`config.mk`:
```
export PLATFORM = sky130hd
export DESIGN_NAME = tdm_demux_8
export DESIGN_NICKNAME = d
export VERILOG_FILES = /design/src/rtl/tdm_demux_8.sv
export SDC_FILE = /design/constraint.sdc
export NUM_CORES = 1
export LEC_CHECK = 0
export CORE_MARGIN = 2
export CORE_UTILIZATION = 45
export DETAILED_ROUTE_END_ITERATION = 10
export PLACE_DENSITY = 0.7
export SLEW_MARGIN = 0
export SYNTH_ARGS = -nofsm -noshare
export SYNTH_HDL_FRONTEND = slang
export SYNTH_SLANG_ARGS = --single-unit
```
`constraint.sdc`:
```
create_clock -name clk -period 1.8 [get_ports clk]
set_input_delay 0.36 -clock clk [delete_from_list [all_inputs] [get_ports clk]]
set_output_delay 0.36 -clock clk [all_outputs]
set_load 0.05 [all_outputs]
```
`src/rtl/tdm_demux_8.sv`:
```
// Purpose: serial-to-parallel TDM demux; one bit per accepted cycle is steered into 8 channel slots.
// Latency: y0..y7/frame_valid are registered on the edge that accepts the last bit of a frame.
// Backpressure: none; din_valid low simply stalls the slot sequence, with gaps of any length allowed.
// Optional feature: define TDM_DEMUX_PARITY_EN for a 9th even-parity bit per frame (PAR state).
module tdm_demux_8 (
  input  logic       clk,
  input  logic       rst,
  input  logic       din,
  input  logic       din_valid,
  input  logic       sync,
  output logic       y0,
  output logic       y1,
  output logic       y2,
  output logic       y3,
  output logic       y4,
  output logic       y5,
  output logic       y6,
  output logic       y7,
  output logic       frame_valid,
  output logic [2:0] slot,
  output logic       sync_err,
  output logic       parity_err
);

  // HUNT waits for the first sync, RUN collects data bits, PAR takes the parity bit.
`ifdef TDM_DEMUX_PARITY_EN
  typedef enum logic [1:0] {
    HUNT = 2'd0,
    RUN  = 2'd1,
    PAR  = 2'd2
  } state_t;
`else
  typedef enum logic [1:0] {
    HUNT = 2'd0,
    RUN  = 2'd1
  } state_t;
`endif

  state_t     state_q, state_d;
  logic [2:0] slot_q, slot_d;
  logic [7:0] shadow_q, shadow_d;  // partial frame being assembled
  logic [7:0] y_q, y_d;            // last good frame, bit N drives yN
  logic       frame_valid_q, frame_valid_d;
  logic       sync_err_q, sync_err_d;
`ifdef TDM_DEMUX_PARITY_EN
  logic       parity_err_q, parity_err_d;
`endif

  // Next-state and output computation; pulses default low so they last one cycle.
  always_comb begin
    state_d       = state_q;
    slot_d        = slot_q;
    shadow_d      = shadow_q;
    y_d           = y_q;
    frame_valid_d = 1'b0;
    sync_err_d    = 1'b0;
`ifdef TDM_DEMUX_PARITY_EN
    parity_err_d  = 1'b0;
`endif
    if (din_valid) begin
      case (state_q)
        HUNT: begin
          // Unqualified bits are dropped until a sync marks slot 0.
          if (sync) begin
            shadow_d[0] = din;
            slot_d      = 3'd1;
            state_d     = RUN;
          end
        end
        RUN: begin
          if (sync && (slot_q != 3'd0)) begin
            // Sync mid-frame: drop the partial frame and restart with this bit as slot 0.
            sync_err_d  = 1'b1;
            shadow_d[0] = din;
            slot_d      = 3'd1;
          end else begin
            shadow_d[slot_q] = din;
            slot_d           = slot_q + 3'd1;  // wraps 7 -> 0
            if (slot_q == 3'd7) begin
`ifdef TDM_DEMUX_PARITY_EN
              state_d = PAR;
`else
              y_d           = {din, shadow_q[6:0]};
              frame_valid_d = 1'b1;
`endif
            end
          end
        end
`ifdef TDM_DEMUX_PARITY_EN
        PAR: begin
          if (sync) begin
            // Sync in the parity position is still mid-frame.
            sync_err_d  = 1'b1;
            shadow_d[0] = din;
            slot_d      = 3'd1;
          end else begin
            // Even parity: data bits plus the parity bit must XOR to zero.
            if ((^shadow_q ^ din) == 1'b0) begin
              y_d           = shadow_q;
              frame_valid_d = 1'b1;
            end else begin
              parity_err_d = 1'b1;
            end
            slot_d = 3'd0;
          end
          state_d = RUN;
        end
`endif
        default: begin
          state_d = HUNT;
          slot_d  = 3'd0;
        end
      endcase
    end
  end

  // State register with synchronous reset that overrides all inputs.
  always_ff @(posedge clk) begin
    if (rst) begin
      state_q       <= HUNT;
      slot_q        <= 3'd0;
      shadow_q      <= 8'd0;
      y_q           <= 8'd0;
      frame_valid_q <= 1'b0;
      sync_err_q    <= 1'b0;
    end else begin
      state_q       <= state_d;
      slot_q        <= slot_d;
      shadow_q      <= shadow_d;
      y_q           <= y_d;
      frame_valid_q <= frame_valid_d;
      sync_err_q    <= sync_err_d;
    end
  end

`ifdef TDM_DEMUX_PARITY_EN
  // Parity error pulse register.
  always_ff @(posedge clk) begin
    if (rst) begin
      parity_err_q <= 1'b0;
    end else begin
      parity_err_q <= parity_err_d;
    end
  end

  assign parity_err = parity_err_q;
`else
  assign parity_err = 1'b0;
`endif

  assign {y7, y6, y5, y4, y3, y2, y1, y0} = y_q;
  assign frame_valid = frame_valid_q;
  assign slot        = slot_q;
  assign sync_err    = sync_err_q;

endmodule
```
After elaboration in Yosys (flattened, before gate mapping)
Index checks and enable logic that the tools add are counted.
{ "totals": {"regBits": 23, "elab_cells": 41} }
{ "op_classes": {"n_eq_ne": 3, "bitwise_logic": 3, "n_reduce_logical": 12, "n_mux": 13, "addsub": 1, "magnitude_cmp": 2} }
{ "ops": {"columns": ["op", "n"], "rows": [
  ["AND reduction 3 bit", 3],
  ["bitwise mux 8 bit", 1],
  ["two-way mux 3 bit", 2],
  ["case mux 3 bit (2 select lines)", 1],
  ["two-way mux 1 bit", 5],
  ["< comparator 3 x 4 -> 1 bit (second input constant)", 1],
  ["case mux 2 bit (2 select lines)", 1],
  ["AND reduction 4 bit", 1],
  ["OR reduction 4 bit", 1],
  ["adder 3 x 1 -> 3 bit (second input constant)", 1],
  ["demux 1 bit (select 3 bit)", 1],
  ["== test 3 bit (second input constant)", 1],
  [">= comparator 3 x 1 -> 1 bit (second input constant)", 1],
  ["NOT 1 bit", 3],
  ["nonzero test 3 bit", 1],
  ["OR reduction 3 bit", 1],
  ["== test 2 x 1 -> 1 bit (second input constant)", 1],
  ["logical AND 1 bit", 2],
  ["logical NOT 2 bit", 1],
  ["two-way mux 2 bit", 1],
  ["!= test 2 bit (second input constant)", 1],
  ["case mux 1 bit (2 select lines)", 1],
  ["AND reduction 2 bit", 1],
  ["nonzero test 2 bit", 1]
]} }

Depth between registers and ports, before layout
{ "depth": {"ltp_word": 7, "ltp_mapped": 7, "depth_no_buf": 5} }

Worst setup path after synthesis
Ideal clock, no wire load.
{ "synth_timing": {"path_kind": "reg-to-reg", "start": "register slot_q[0], in the netlist slot[0]", "end": "register y_q[3]", "stages_incl_launch_ff": 8, "period_less_slack_ns": 2.008, "setup_slack_ns": -0.208, "setup_time_ns": 0.119, "required_ns": 1.681, "t_arrival_ns": 1.889, "cell_sequence": "dfxtp_1 inv_1 ha_1 nor2b_2 buf_6 o211a_1 buf_6 mux2i_1"} }
{ "synth_between": {"elab_chain_cells": 4, "word_cells_on_any_way": 5, "cone_classes": "eq/ne (1); bitwise (1); reduce/logical (3)"} }
{ "synth_lines": {"columns": ["item", "line", "source"], "rows": [
  ["start: declaration", "40", "logic [2:0] slot_q, slot_d;"],
  ["start signal: assignment", "128", "slot_q <= slot_d;"],
  ["nonzero test 3 bit", "71", "if (sync && (slot_q != 3'd0)) begin"],
  ["logical AND 1 bit", "71", null],
  ["NOT 1 bit (no source line)", null, null],
  ["AND reduction 4 bit (no source line) (*)", null, null],
  ["end signal: assignment", "130", "y_q <= y_d;"],
  ["end: declaration", "42", "logic [7:0] y_q, y_d;"]
]} }
Every way passes the cells marked *; elsewhere a longest branch is shown, timed or not.
A chain may end at the register's enable or synchronous reset.

Final worst setup path
{ "layout_timing": {"start": "register slot_q[0], in the netlist slot[0]", "end": "register y_q[4]"} }
Same word-level chain as after synthesis.

==> results.tsv <==
metric	value	unit
run_status	complete, no violations	
met3RoutedLength	103	um
final_hold_viol_count	0	
avgRoutedWirePerCell	14.1	um
io-pin-count	19	
register_bit_total_from_synthesis	21	
synth_simple_gate_area_share	23.3	%
endpoint_kind	flop	
htreeDepth	1	
post_cts_buffers	0	
ys_top_cells_by_count	sky130_fd_sc_hd__dfxtp_1, sky130_fd_sc_hd__nand2b_1, sky130_fd_sc_hd__mux2i_1	
grt_start_max_net_pins	16	
ys_seq_area_share	41.2	%
synthCells	101	
floorplan.rows	17	
synth-adder-area-share	3.68	%
die_x	51.6	um
synthXorXnorAreaFrac	0	%
final_nets	130	
power.total	0.000797	W
ys_dominant_reg_cell	sky130_fd_sc_hd__dfxtp_1	
finClkSkew	3.79	ps
insertedDiodeCount	0	
post_route_cells_drive_above_1_share	23.1	%
met1_length	957	um
remaining_drc_errors	0	
clk-insertion-delay-late	300	ps
syn_area_per_cell	10.1	um2
synth_top_family_by_area	simple AND/OR/NAND/NOR gates	
synthDistinctLibCells	31	
routed_wirelength	2100	um
tritoncts	done	
startpoint_type	flop	
arrival	1820	ps
post-route-util	57.0	%
grt_antenna_before_repair	0	
area.growth.synth_to_final	21.2	%
via_per_inst	5.39	
synth.largest_area_cell	sky130_fd_sc_hd__dfxtp_1	
irDropWorstVdd	437	uV
share_clk_of_total_power	28.1	%
max_cap_violations	0	
synthTopCellsByArea	sky130_fd_sc_hd__dfxtp_1, sky130_fd_sc_hd__mux2i_1, sky130_fd_sc_hd__nand2b_1	
synth_edf_count	0	
period_minus_slack	1590	ps
globalRouteOverflowTotal	0	
yosysMostFrequentCell	sky130_fd_sc_hd__dfxtp_1	
route.top_layer_used	met4	
netSwitchingPower	0.000200	W
synth_top_area_share	41.2	%
vertical_die_dimension	51.6	um
comb_power_share	11.7	%
grt_use_total	18.7	%
synthesized_area_fraction_occupied_by_ao_oa_aoi_and_oai_cells	12.0	%
worstSetupPathType	reg -> reg	
share_of_synthesized_area_spent_on_multiplexers	13.7	%
internal_power	0.000598	W
detail_route.first_pass.iterations	4	
clock_tree.root_cell	sky130_fd_sc_hd__clkbuf_4	
finalCritPeriodShare	88.6	%
dr_total_vias	803	
hold_path.class	reg -> reg	
first_global_vias	760	
core-area	2170	um2
cts.clk_slew.worst_paths	110	ps
antenna_left	0	
p_per_area	644	nW/um2
first_iter_violations	23	
global_route_wire_length_before_repair	3660	um
hpwlAfterDp	1560	um
gp_routability_congestion	0.877	
async_flop_share	0	%
power.leakage	0.498	nW
worstPathMaxFanout	8	
setup_viol	0	
tritoncts_buffer_count	3	
number_of_sinks_on_the_clock_net	21	
power_switching_share	25.0	%
fmax	627	MHz
postCtsHoldBufs	0	
required_time_at_the_endpoint_of_the_critical_path	2020	ps
ys.warnings.count	0	
report.final.slew_viol_count	0	
power_frac_seq	60.2	%
synth_nets	109	
io_buffer_count	17	
netlist_area	1020	um2
initial_cell_density_of_the_core	47.1	%
cts-root-to-sink-buffers	2	
layout_fillers	213	
die-area	2670	um2
met2RoutedLength	1040	um
rsz0062_at_grt	no	
worst max-delay path, cell delays in order, from the launching register on:
cell	delay, ps
sky130_fd_sc_hd__dfxtp_2	380
sky130_fd_sc_hd__inv_1	140
sky130_fd_sc_hd__ha_1	190
sky130_fd_sc_hd__nor2b_4	240
sky130_fd_sc_hd__o211a_2	330
sky130_fd_sc_hd__mux2i_1	240
through the flow:
| step | cell area (um2) | worst slack, ps | std cells | TNS, ps | hold WS [ps] |
|---|---|---|---|---|---|
| CTS | 1230 | 90.9 | 149 | 0 | 489 |
| floorplan | 1020 | 33.7 | 101 | 0 | 449 |
| global placement | 1210 | -5.53 | 145 | -14.1 | 458 |
| detailed placement | 1210 | -112 | 145 | -379 | 469 |
| global route | 1240 | 47.4 | 149 | 0 | 516 |
| finish | 1240 | 206 | 149 | 0 | 484 |
layout by cell type, fill, tap and decap left out, types with 2 or more instances in the layout:
cell type                          n
sky130_fd_sc_hd__a211oi_1          3
sky130_fd_sc_hd__dfxtp_2           2
sky130_fd_sc_hd__inv_1             3
sky130_fd_sc_hd__ha_1              3
sky130_fd_sc_hd__buf_4            18
sky130_fd_sc_hd__nor2_1            2
sky130_fd_sc_hd__o2111ai_1         2
sky130_fd_sc_hd__dfxtp_1          19
sky130_fd_sc_hd__clkbuf_4          3
sky130_fd_sc_hd__clkdlybuf4s50_1   4
sky130_fd_sc_hd__a21oi_1           4
sky130_fd_sc_hd__nand2b_1         17
sky130_fd_sc_hd__o211ai_1          2
sky130_fd_sc_hd__nand3b_1          3
sky130_fd_sc_hd__nor4_1            3
sky130_fd_sc_hd__mux2i_1          14
sky130_fd_sc_hd__nand2_1           3
logic make-up after synthesis:
logic type | count (synthesis)
adders and majority gates | 3
other | 1
DFF | 21
AOI/OAI and AO/OA | 16
buffers and inverters | 10
muxes | 14
and+or+nand+nor | 36
area by class of cell:
| type | instances | area [um2] | area share [%] |
|---|---|---|---|
| repair buffers | 23 | 195 | 15.8 |
| clock buffers | 4 | 26.3 | 2.12 |
| multi-input cells | 70 | 547 | 44.2 |
| well taps | 28 | 35.0 | 2.83 |
| inverters | 3 | 11.3 | 0.910 |
| flip-flops and latches | 21 | 423 | 34.2 |
final timing paths:
path | from | endpoint | slack (ps) | cells past startpoint
max | slot[0] | y_q[4] | 210 | 5
min | y_q[1] | y_q[1] | 480 | 2
max reg2reg | slot[0] | y_q[4] | 210 | 5
min reg2reg | y_q[1] | y_q[1] | 480 | 2
timing repair:
| action | in CTS | in global routing |
|---|---|---|
| setup endpoints to repair | 0 | 4 |
| gates resized for setup | 0 | 2 |
| hold endpoints to repair | 0 | 0 |
state kept, by name (all words and copies together), names as in the netlist:
signal,flops
slot,3
sync_err,1
state_q,1
y_q,8
frame_valid,1
shadow_q,7
metal layers:
metal  up-vias  global-route usage (%)
met5         -                       0
met4         0                    6.58
met3         2                    3.45
met2        22                    29.3
met1       380                    25.6
li1        399                       -
power by group through the flow:
stage	Combinational (W)	Sequential, W	Clock (W)
finish	0.0000930	0.000480	0.000224
global route	0.000102	0.000483	0.000262
CTS	0.0000908	0.000480	0.000233
detailed placement	0.0000907	0.000491	0
global placement	0.0000891	0.000490	0
floorplan	0.0000583	0.000494	0
(Power assumes the default switching activity.)
==> RTL change: new RTL, same flow settings <==
`y_q` no longer has a reset.
--- a/src/rtl/tdm_demux_8.sv
+++ b/src/rtl/tdm_demux_8.sv
@@ -120,17 +120,19 @@
       state_q       <= HUNT;
       slot_q        <= 3'd0;
       shadow_q      <= 8'd0;
-      y_q           <= 8'd0;
       frame_valid_q <= 1'b0;
       sync_err_q    <= 1'b0;
     end else begin
       state_q       <= state_d;
       slot_q        <= slot_d;
       shadow_q      <= shadow_d;
-      y_q           <= y_d;
       frame_valid_q <= frame_valid_d;
       sync_err_q    <= sync_err_d;
     end
+  end
+
+  always_ff @(posedge clk) begin
+    y_q <= y_d;
   end
 
 `ifdef TDM_DEMUX_PARITY_EN
Function: differs if rst is asserted again (counterexample within 10 cycles, from zero or initial values and one cycle with rst high); with rst held inactive, the same outputs for 10 cycles.
==> RTL change against the original RTL <==
Synthesized area down 16%. Worst setup slack worse by 0.033 ns. Synthesized cell count down 27%. Final area down 11%. Count of clock-buffer cells in the layout down 1. Maximum frequency down 2.0%. Largest power group unchanged. Clock skew up 0.0011 ns. Power up 1.4%. Sequential cell count unchanged. Sequential power up 5.2%. Via count down 24%. Routed wire length down 25%. Combinational power down 15%.
==> RTL change: results (changes against the original RTL) <==
arrival_ns: 1.82  # about the same
synth_edf_count: 8  # was 0
cts_made_buffers: 3  # unchanged
r2r_slack_ns: 0.17  # was 0.21 ns
placed_cell_area_mm2: 0.00107  # was 0.00121 mm²
cpPeakStageDelay_ns: 0.40  # was 0.38 ns
insertion_delay_ns: 0.30  # about the same
ir_drop_v: 0.000499  # was 0.000437 V
grt_start_max_net_pins: 14  # was 16
dp_slack_ns: -0.0644  # was -0.112 ns
cp_max_fo: 8  # unchanged
dr.pass1.iters: 3  # was 4
cts_resized: 0  # unchanged
cp_top_family: "compound AO/OA/AOI/OAI gates"  # was flip-flops
ys_warn_count: 0  # unchanged
fin_nets: 107  # was 130
hold_end: "y_q[3]"  # was y_q[1]
gp_congestion: 0.796  # was 0.877
routed_wl_um: 1590  # was 2100 µm
yosys.area_share.adder_pct: 4.37  # was 3.68%
largest_reg_flops: 8  # unchanged
r2r_end: "shadow_q[2]"  # was y_q[4]
hp-class: "register to register"  # unchanged
synthTopCellsByCount: "13 x dfxtp_1, 11 x nor2_1, 8 x edfxtp_1"  # was 21 x dfxtp_1, 17 x nand2b_1, 14 x mux2i_1
cts_root_buffer: "clkbuf_4"  # unchanged
whs_path_depth: 0  # was 2
finalClockSkew_ns: 0.00487  # was 0.00379 ns
synth_area_leaders: "dfxtp_1 30%, edfxtp_1 28%, mux2i_1 8.2%"  # was dfxtp_1 41%, mux2i_1 14%, nand2b_1 10%
drive_gt1_share_pct: 29.6  # was 23.1%
top_register: "y_q"  # unchanged
synth-compound-area-share_pct: 7.71  # was 12.0%
fmax_ghz: 0.614  # was 0.627 GHz
ys_seq_area_share_pct: 58.2  # was 41.2%
leakage_nw: 0.407  # was 0.498 nW
synth-async-reset-ratio_pct: 0  # unchanged
cp_slowest_cell: "a2111oi_2"  # was dfxtp_2
path_clk_slew_ns: 0.12
worstSetupPathType: "register to register"  # unchanged
min-delay-start: "shadow_q[3]"  # was y_q[1]
cts_buffer_depth: 2  # unchanged
grt_usage_pct: 17.5  # was 18.7%
grt_pass1_vias: 572  # was 760
muxShareOfSynthArea_pct: 9.46  # was 13.7%
io_buffers: 17  # unchanged
grt_pass1_wl_um: 2660  # was 3660 µm
synth_cell_types: 28  # was 31
syn-num-nets: 82  # was 109
cts.htree.levels: 1  # unchanged
drt_iter0_drc: 11  # was 23
vias_per_cell: 4.98  # was 5.39
yosysTopAreaCell: "dfxtp_1"  # unchanged
post-dp-hpwl_um: 1130  # was 1560 µm
r2r_cells: 6  # was 5
crit_start: "slot[0]"  # unchanged
status: "finished clean"  # unchanged
==> RTL change: cell types whose count changed after synthesis, sizes merged, moves of 3 or more <==
cell,delta
nor2,+9
edfxtp,+8
nand2b,-15
dfxtp,-8
mux2i,-7
o211ai,-3
buf,-3
==> RTL change: metal layers <==
| metal | up-vias | GRT usage (%) | wire length (µm) |
|---|---|---|---|
| li1 | 310 | - | - |
| met1 | 283 | 21.7 | 715 |
| met2 | 16 | 27.5 | 756 |
| met5 | - | 0 | 0 |
| met4 | 0 | 11.9 | 37 |
| met3 | 4 | 3.40 | 77 |
==> RTL change: cells by family (layout without fill, tap and decap cells) <==
| family | count (synthesis) | in the layout |
|---|---|---|
| compound gates | 9 | 9 |
| mux | 8 | 8 |
| fa+ha+maj | 3 | 3 |
| flops | 21 | 21 |
| simple gates | 26 | 26 |
| buf+inv | 6 | 30 |
| other cells | 1 | 1 |
==> RTL change: through the flow <==
step                hold WS (ns)  cells
floorplan                  0.408     74
global placement           0.414    119
detailed placement         0.421    119
CTS                        0.455    123
global route               0.463    123
finish                     0.455    123
==> RTL change: power breakdown <==
part	switching, W	internal [W]	leakage, nW
combinational	0.0000461	0.0000334	0.220
clock	0.000141	0.0000828	0.0177
sequential	0.00000875	0.000496	0.170
total	0.000196	0.000612	0.407
==> RTL change: layout make-up <==
cell class / instances / area, µm²
Fill cell: 172 / 666
Multi-Input combinational cell: 47 / 332
Inverter: 3 / 11.3
Sequential cell: 21 / 502
Clock buffer: 3 / 22.5
Tap cell: 25 / 31.3
Timing Repair Buffer: 23 / 195
Clock inverter: 1 / 5.00
